**src/rtl/ssriscv_wb_arbiter.sv**
```systemverilog
// rtl/ssriscv_wb_arbiter.sv - register-file writeback arbiter with long-latency scoreboard
//
// Purpose:
//   Shares the single register-file write port between the in-order pipeline
//   writeback (source 0) and the long-latency mul/div writeback (source 1).
//   Round-robin arbitration with valid/ready handshakes, a registered write
//   port, and a busy scoreboard of in-flight long-latency destinations that
//   drives the issue-stage hazard flags.
//
// Optional feature macro: SSRISCV_WB_BYPASS_EN
//   When defined, adds fwd1_hit/fwd2_hit/fwd_data. These forward the value
//   currently on the write port, and suppress the matching hazard flag.
//
// Ports:
//   clk, rst_n                     clock, synchronous active-low reset
//   wb0_valid/ready/rd/data        source 0 (pipeline) writeback handshake
//   wb1_valid/ready/rd/data        source 1 (long-latency) writeback handshake
//   sb_set, sb_set_rd              mark a long-latency destination busy
//   rs1, rs2                       issue-stage source registers
//   hazard1, hazard2               pending long-latency write on rs1/rs2
//   reg_write, rd, reg_write_data  registered register-file write port
//   fwd1_hit, fwd2_hit, fwd_data   bypass outputs (SSRISCV_WB_BYPASS_EN only)

module ssriscv_wb_arbiter #(
  parameter int XLEN  = 32,
  parameter int RADDR = 5
) (
  input  logic             clk,
  input  logic             rst_n,
  input  logic             wb0_valid,
  output logic             wb0_ready,
  input  logic [RADDR-1:0] wb0_rd,
  input  logic [XLEN-1:0]  wb0_data,
  input  logic             wb1_valid,
  output logic             wb1_ready,
  input  logic [RADDR-1:0] wb1_rd,
  input  logic [XLEN-1:0]  wb1_data,
  input  logic             sb_set,
  input  logic [RADDR-1:0] sb_set_rd,
  input  logic [RADDR-1:0] rs1,
  input  logic [RADDR-1:0] rs2,
  output logic             hazard1,
  output logic             hazard2,
`ifdef SSRISCV_WB_BYPASS_EN
  output logic             fwd1_hit,
  output logic             fwd2_hit,
  output logic [XLEN-1:0]  fwd_data,
`endif
  output logic             reg_write,
  output logic [RADDR-1:0] rd,
  output logic [XLEN-1:0]  reg_write_data
);

  localparam int NREG = 1 << RADDR;

  // pref_q=1 means source 1 wins the next tie. Storing "preferred next"
  // rather than "last granted" lets the reset value 0 favour source 0.
  logic             pref_q, pref_d;
  logic             reg_write_q, reg_write_d;
  logic [RADDR-1:0] rd_q, rd_d;
  logic [XLEN-1:0]  data_q, data_d;
  // Marks that the write currently on the port came from source 1, so the
  // scoreboard clears on the same edge the register file commits it.
  logic             src1_q, src1_d;
  logic [NREG-1:0]  busy_q, busy_d;

  logic             gnt0, gnt1, hs;
  logic [RADDR-1:0] sel_rd;
  logic [XLEN-1:0]  sel_data;
  logic             haz1_raw, haz2_raw;

  always_comb begin
    gnt0     = wb0_valid & (~wb1_valid | ~pref_q);
    gnt1     = wb1_valid & (~wb0_valid |  pref_q);
    hs       = gnt0 | gnt1;
    sel_rd   = gnt1 ? wb1_rd   : wb0_rd;
    sel_data = gnt1 ? wb1_data : wb0_data;
  end

  assign wb0_ready = gnt0;
  assign wb1_ready = gnt1;

  always_comb begin
    pref_d      = pref_q;
    reg_write_d = 1'b0;
    rd_d        = rd_q;
    data_d      = data_q;
    src1_d      = 1'b0;
    busy_d      = busy_q;

    if (hs) begin
      pref_d = gnt0;
    end

    // Writes to x0 complete the handshake but never reach the port; the
    // port keeps showing the last real write.
    if (hs && (sel_rd != '0)) begin
      reg_write_d = 1'b1;
      rd_d        = sel_rd;
      data_d      = sel_data;
      src1_d      = gnt1;
    end

    // Clear first so a same-edge set of the same index wins.
    if (reg_write_q && src1_q) begin
      busy_d[rd_q] = 1'b0;
    end
    if (sb_set && (sb_set_rd != '0)) begin
      busy_d[sb_set_rd] = 1'b1;
    end
    busy_d[0] = 1'b0;
  end

  always_ff @(posedge clk) begin
    if (!rst_n) begin
      pref_q      <= 1'b0;
      reg_write_q <= 1'b0;
      rd_q        <= '0;
      data_q      <= '0;
      src1_q      <= 1'b0;
      busy_q      <= '0;
    end else begin
      pref_q      <= pref_d;
      reg_write_q <= reg_write_d;
      rd_q        <= rd_d;
      data_q      <= data_d;
      src1_q      <= src1_d;
      busy_q      <= busy_d;
    end
  end

  assign reg_write      = reg_write_q;
  assign rd             = rd_q;
  assign reg_write_data = data_q;

  assign haz1_raw = busy_q[rs1] & (rs1 != '0);
  assign haz2_raw = busy_q[rs2] & (rs2 != '0);

`ifdef SSRISCV_WB_BYPASS_EN
  assign fwd1_hit = reg_write_q & (rd_q == rs1) & (rs1 != '0);
  assign fwd2_hit = reg_write_q & (rd_q == rs2) & (rs2 != '0);
  assign fwd_data = data_q;
  assign hazard1  = haz1_raw & ~fwd1_hit;
  assign hazard2  = haz2_raw & ~fwd2_hit;
`else
  assign hazard1  = haz1_raw;
  assign hazard2  = haz2_raw;
`endif

endmodule

```
**config.mk**
```make
export PLATFORM = sky130hd
export DESIGN_NAME = ssriscv_wb_arbiter
export DESIGN_NICKNAME = d
export VERILOG_FILES = /design/src/rtl/ssriscv_wb_arbiter.sv
export SDC_FILE = /design/constraint.sdc
export NUM_CORES = 1
export LEC_CHECK = 0
export ABC_CLOCK_PERIOD_IN_PS = 5200
export BUFFER_PORTS_ARGS = -buffer_cell sky130_fd_sc_hd__buf_2
export CAP_MARGIN = 20
export CORE_MARGIN = 2
export CORE_UTILIZATION = 48
export DETAILED_ROUTE_END_ITERATION = 6
export HOLD_SLACK_MARGIN = 0.15
export PLACE_DENSITY_LB_ADDON = 0.08
export REMOVE_ABC_BUFFERS = 1
export SYNTH_ARGS = -nofsm -noshare
export SYNTH_HDL_FRONTEND = slang
export SYNTH_SLANG_ARGS = --single-unit
```
**constraint.sdc**
```tcl
create_clock -name clk -period 5.2 [get_ports clk]
set_input_delay 1.04 -clock clk [delete_from_list [all_inputs] [get_ports clk]]
set_output_delay 1.04 -clock clk [all_outputs]
set_load 0.01 [all_outputs]
```
==> summary.md, run 1 <==
| Metric | Value |
|---|---|
| Hpwl dp | just under 9 mm |
| Diode count | 0 |
| Vias | 4,328 |
| CTS tree | yes |
| Critical path's most frequent cell | buf_2 |
| R2R Path End | reg_write_data[7] |
| RSZ-0062 raised after global routing | false |
| CP Cell Sequence | buf_2 > mux2_2 > o311ai_0 > a221oi_1 > a221o_1 > buf_2 |
| Die Wd | between 90 and 100 um |
| H-tree depth | 3 |
| R2R depth | 6 |
| Io pins | between 100 and 150 |
| Synthesis Warnings | 0 |
| Asr flop ratio synth | 0% |
| Critical path endpoint category | primary output |
| Setup TNS | 0 ns |
| Die area | roughly 9400 sq um |
| Power per Cell Area | between 200 and 300 nW/um^2 |
| Worst Tran Pin Value | around 1.1 ns |
| Layout Nets | between 700 and 800 |
| Slew HR | 24.01% |
| CP Max Fanout | 13 |
| Peak VDD IR | ~0.14 mV |
| Max Slew Vio Count | 0 |
| Critical Path Max Stage Delay | between 0.3 and 0.4 ns |
| Flop-to-flop setup slack | 2.89 ns |
| Largest net degree at the start of global routing | 67 |
| Cell area after layout | about 5000 sq um |
| CP arrival | around 2.6 ns |
| Final setup fails | 0 |
| Residual DRC | 0 |
| Initial Util | 50.00% |
| 1st-pass router iterations | 5 |
| Root buffer cell | clkbuf_8 |
| Clock sink total | 71 |
| Post-synthesis instance area | between 4000 and 5000 sq um |
| GP Congestion | roughly 0.84 |
| Register area | ~1400 sq um |
| Prevailing post-synth register cell | dfxtp_1 |
| Die Height | a little under 100 um |
| Post-DR wirelength/cell | ~17 um |
| Filler cell count | just under 800 |
| Vias in the first global route | 4,209 |
| Worst-Skew Late Latency | approximately 0.34 ns |
| Syn Inst Count | 504 |
| Commonest non-fill, non-tap cell in the layout | buf_2 |
| CTS Buffer Depth | 2 |
| Dpl cell area | 4776 sq um |
| CP Data Required Time | approximately 4.2 ns |
| Skew final | approximately 0.0075 ns |
| Leak | between 2 and 2.5 nW |
| Hold path cells | 2 |
| Min Tclk post-route | ~3.7 ns |
| Area Overhead vs Synth | 21.48% |
| GRT overflow | 0 |
| Fin crit share | between 70% and 80% |
| Worst Hold Endpoint | busy_q[13] |
| Yosys cell types | 46 |
| Most frequent cells in the layout | buf_2 (135), dfxtp_1 (71), o21ai_0 (66) |
| Post-synth EDFFs | 0 |
| Final hold viol count | 0 |
| Multi-input gate area | about 2500 sq um |
| Crit Path Category | input port to primary output |
| 1st-iter DRT viols | 260 |
| Syn_area_per_cell | slightly above 8 sq um |
| Core area | 8258 sq um |
| Tot Pwr | around 1.3 mW |
| Total CTS buffers | 9 |
| Hold Crit Start | busy_q[13] |
| Sequential element share of the synthesized area | between 30% and 40% |
| Number of port buffers | approximately 140 |
| Worst Hold Class | register to register |
| Fraction of layout cells with a size suffix above 1 | between 30% and 40% |
| Outcome | finished, final reports clean |
| Utilization after layout | just over 60% |
| Routed wire length | between 10 and 15 mm |
| Antenna violations before repair | 0 |
| Global-route usage over all layers | 26.34% |
| RR Startpoint | pref_q |
| Reg clk slew, reported paths | 0.07 ns |
| First-pass GRT wire length | between 20 and 25 mm |
| Fmax | 271.6 MHz |
| Slowest CP cell | a221o_1 |
| Yosys reg bits | between 70 and 80 |
| Post-CTS Hold Fix Bufs | 0 |
| Routed Antenna Nets | 0 |
| Vias per inst | between 6 and 7 |
| Rows | 33 |
| # Post-CTS Setup Buffers | 0 |
| CP Launch Type | input port |
| PostCTS Resize Cnt | 0 |
| Max-Cap Viols | 0 |
==> stage by stage <==
step | std cells | worst slack (ns) | hold slack (ns)
after detailed placement | 705 | 1.572 | 0.4851
final | 721 | 1.518 | 0.5018
after global routing | 721 | 1.432 | 0.5293
after floorplan | 462 | 1.598 | 0.4484
after CTS | 720 | 1.540 | 0.4998
after global placement | 705 | 1.620 | 0.4793
==> worst max path at each step <==
| stage | from | end | slack, ns | depth (start not counted) |
|---|---|---|---|---|
| 4_1_cts | rs1[1] | hazard1 | 1.54 | 6 |
| 5_1_grt | rs1[1] | hazard1 | 1.43 | 6 |
| 2_1_floorplan | wb0_valid | reg_write_data[0] | 1.60 | 5 |
| 3_5_place_dp | rs1[1] | hazard1 | 1.57 | 6 |
| 3_3_place_gp | rs1[1] | hazard1 | 1.62 | 6 |
| 6_report | rs1[1] | hazard1 | 1.52 | 6 |
==> synth_stat cells (4+ instances only) <==
master / n / area [sq um]
dfxtp_1: 71 / 1421
o21ai_0: 66 / 330.3
a21oi_1: 65 / 325.3
nand2_1: 46 / 172.7
mux2_2: 39 / 439.2
nand3_1: 37 / 185.2
clkbuf_1: 34 / 127.6
and2_1: 33 / 206.5
mux2i_1: 15 / 150.1
nor2_1: 7 / 26.28
nor2b_1: 7 / 43.79
nor3b_1: 6 / 45.04
o22ai_1: 6 / 37.54
a2111oi_0: 5 / 43.79
inv_1: 5 / 18.77
buf_2: 4 / 20.02
mux4_2: 4 / 90.09
==> critical path, delay by kind of cell <==
kind,cells,cell delay (ns)
mux,1,0.37
compound gates,3,0.81
buf+inv,2,0.42
==> metal layers <==
metal  vias up  global-route usage [%]  share of wire (%)
li1       2050                       -                  -
met1      2068                   33.27                 41
met2       184                   41.93                 48
met3        26                   7.225                8.7
met4         0                   12.03                2.0
met5         -                       0                  0
==> flip-flops by register name (all words and copies together) (netlist names) <==
register        cells
busy_q             31
pref_q              1
rd                  5
reg_write           1
reg_write_data     32
src1_q              1
==> power breakdown <==
part,switching (mW),internal [mW]
combinational,0.138,0.112
sequential,0.0217,0.572
clock,0.208,0.280
==> cell type report <==
type / count / share of cell area [%]
clock inverter: 5 / 1.646
sequential: 71 / 28.34
inverter: 5 / 0.3742
timing repair buffer: 139 / 14.32
multi-input combinational: 386 / 49.96
clock buffer: 10 / 2.744
tap: 105 / 2.619
==> kinds of logic (layout without fill, tap and decap cells) <==
group	Yosys count	count (layout)	share of synthesized area, %
DFF	71	71	34.42
muxes	59	59	16.73
buffers and inverters	47	159	4.939
and+or+nand+nor	164	164	21.36
AOI/OAI and AO/OA	163	163	22.55
Note: power is estimated with default switching activity, not from simulation.
==> inputs of run 2 (changes only) <==
ABC_CLOCK_PERIOD_IN_PS = 3300   (was 5200)
CORE_UTILIZATION = 46   (was 48)
clock period = 3.3 ns   (was 5.2 ns; I/O delays follow)
==> run 2 against run 1 <==
  * Non-clock buffer count rose by 3
  * Sequential power up 57%
  * Sequential cell count unchanged
  * Critical path depth stayed put
==> summary.md, run 2 (synthesized netlist as in run 1, its figures left out) <==
| Metric | Value |
|---|---|
| Inst Count DP | about 710 |
| Utilization after layout | 57.40% |
| Crit Path Category | input port to primary output |
| Post-CTS Hold Fix Bufs | 0 |
| Rows | 34 |
| Global-route usage over all layers | 24.98% |
| Switch Pwr | ~600 uW |
| Total CTS buffers | 9 |
| Multi-input gate area | 2506 sq um |
| Worst Tran Pin Value | 0.9226 ns |
| Power per Cell Area | approximately 400 nW/um^2 |
| Io pins | ~140 |
| Tot Pwr | 2.029 mW |
| Combinational power share | roughly 19% |
| Register area | 1421 sq um |
| # Post-CTS Setup Buffers | 0 |
| Filler cell count | between 800 and 900 |
| Root buffer cell | clkbuf_8 |
| Internal Power | 1.429 mW |
| H-tree depth | 3 |
| 1st-pass router iterations | 5 |
| Die Wd | ~99 um |
| Fin crit share | between 80 and 90% |
| Die Height | 98.74 um |
| Fmax | 344.7 MHz |
| CP Launch Type | input port |
| Seq pwr share | between 40% and 50% |
| RSZ-0062 raised after global routing | false |
| CTS tree | yes |
| Peak VDD IR | roughly 0.22 mV |
| Flop-to-flop setup slack | about 1.1 ns |
| CP Data Required Time | ~2.6 ns |
| PostCTS Resize Cnt | 0 |
| Critical path endpoint category | primary output |
| Post-DR wirelength/cell | between 15 and 20 um |
| GRT overflow | 0 |
| Max reg flops | 32 |
| Slew HR | between 30% and 40% |
| Vias | 4,274 |
| Skew final | approximately 0.0094 ns |
| CTS Buffer Depth | 2 |
| Vias per inst | 5.871 |
| CP Max Fanout | 13 |
| Final setup fails | 0 |
| Clock sink total | slightly above 70 |
| Fraction of layout cells with a size suffix above 1 | between 30% and 40% |
| Diode count | 0 |
| Layout Nets | 709 |
| Switching Share | between 20% and 30% |
| Min Tclk post-route | between 2 and 3 ns |
| Leak | 2.098 nW |
| Max Slew Vio Count | 0 |
| First-pass GRT wire length | around 20 mm |
| Setup TNS | 0 ns |
| Antenna violations before repair | 0 |
| Worst-Skew Late Latency | about 0.35 ns |
| Residual DRC | 0 |
| Non-filler instance count after layout | around 730 |
| Number of port buffers | 135 |
| Die area | roughly 9700 sq um |
| Routed Antenna Nets | 0 |
| Worst Hold Class | register to register |
| Core area | 8721 sq um |
| CP arrival | 2.24 ns |
| Final hold viol count | 0 |
| Max-Cap Viols | 0 |
| Routed wire length | roughly 12 mm |
| GP Congestion | 0.8847 |
| Reg clk slew, reported paths | around 0.07 ns |
| Initial Util | between 40% and 50% |
| Outcome | finished, final reports clean |
| 1st-iter DRT viols | about 180 |
| Vias in the first global route | approximately 4,100 |
| Area Overhead vs Synth | 21.24% |
| Hpwl dp | between 8 and 9 mm |
| Most frequent cells in the layout | buf_2 (135), dfxtp_1 (71), o21ai_0 (66) |
| Commonest non-fill, non-tap cell in the layout | buf_2 |
| Clock power share | around a third |
| Largest net degree at the start of global routing | between 50 and 60 |
-- run 2: changes by cell type in the layout (fill, tap and decap cells not counted), sizes merged --
cell      before  now
clkinv         0    3
clkbuf        10    9
buf          139  142
inv            5    6
bufinv         2    1
clkinvlp       3    2
-- run 2: power by group through the flow --
stage	Combinational (mW)	Sequential (mW)	Clock [mW]
after floorplan	0.187	0.965	0
after global placement	0.386	0.953	0
after detailed placement	0.393	0.954	0
after CTS	0.394	0.934	0.713
after global routing	0.434	0.941	0.752
final	0.394	0.935	0.701
-- run 2: per-layer routing --
layer	wire length [um]	vias up	global-route usage [%]
li1	-	2059	-
met1	5101	2019	32.00
met2	5809	174	39.40
met3	1201	22	7.801
met4	258	0	9.694
met5	0	-	0
-- run 2: worst max-delay path, cell delays in order --
cell      delay, ns
buf_2          0.27
mux2_2         0.38
o311ai_0       0.34
a221oi_1       0.10
a221o_1        0.35
buf_2          0.14
-- run 2: worst paths after layout --
check / depth (start not counted) / endpoint / start
worst min register to register: 2 / busy_q[4] / busy_q[4]
worst max register to register: 6 / reg_write_data[24] / pref_q
worst max-delay path: 6 / hazard2 / rs2[1]
worst min-delay path: 2 / busy_q[4] / busy_q[4]
-- run 2: cell type report --
type	instances	area share, %
multi-input cells	386	50.06
flip-flops and latches	71	28.39
repair buffers	142	14.55
well taps	108	2.699
clock buffers	9	2.474
clock inverters	7	1.450
inverters	5	0.3749
-- run 2: stage by stage --
step / worst slack [ns] / hold WS (ns) / cell area [sq um]
2_1_floorplan: 0.07763 / 0.4484 / 3944
3_3_place_gp: 0.5049 / 0.4779 / 4810
3_5_place_dp: 0.4597 / 0.4873 / 4810
4_1_cts: 0.4300 / 0.4983 / 5006
5_1_grt: 0.3285 / 0.5371 / 5006
6_report: 0.3990 / 0.4978 / 5006
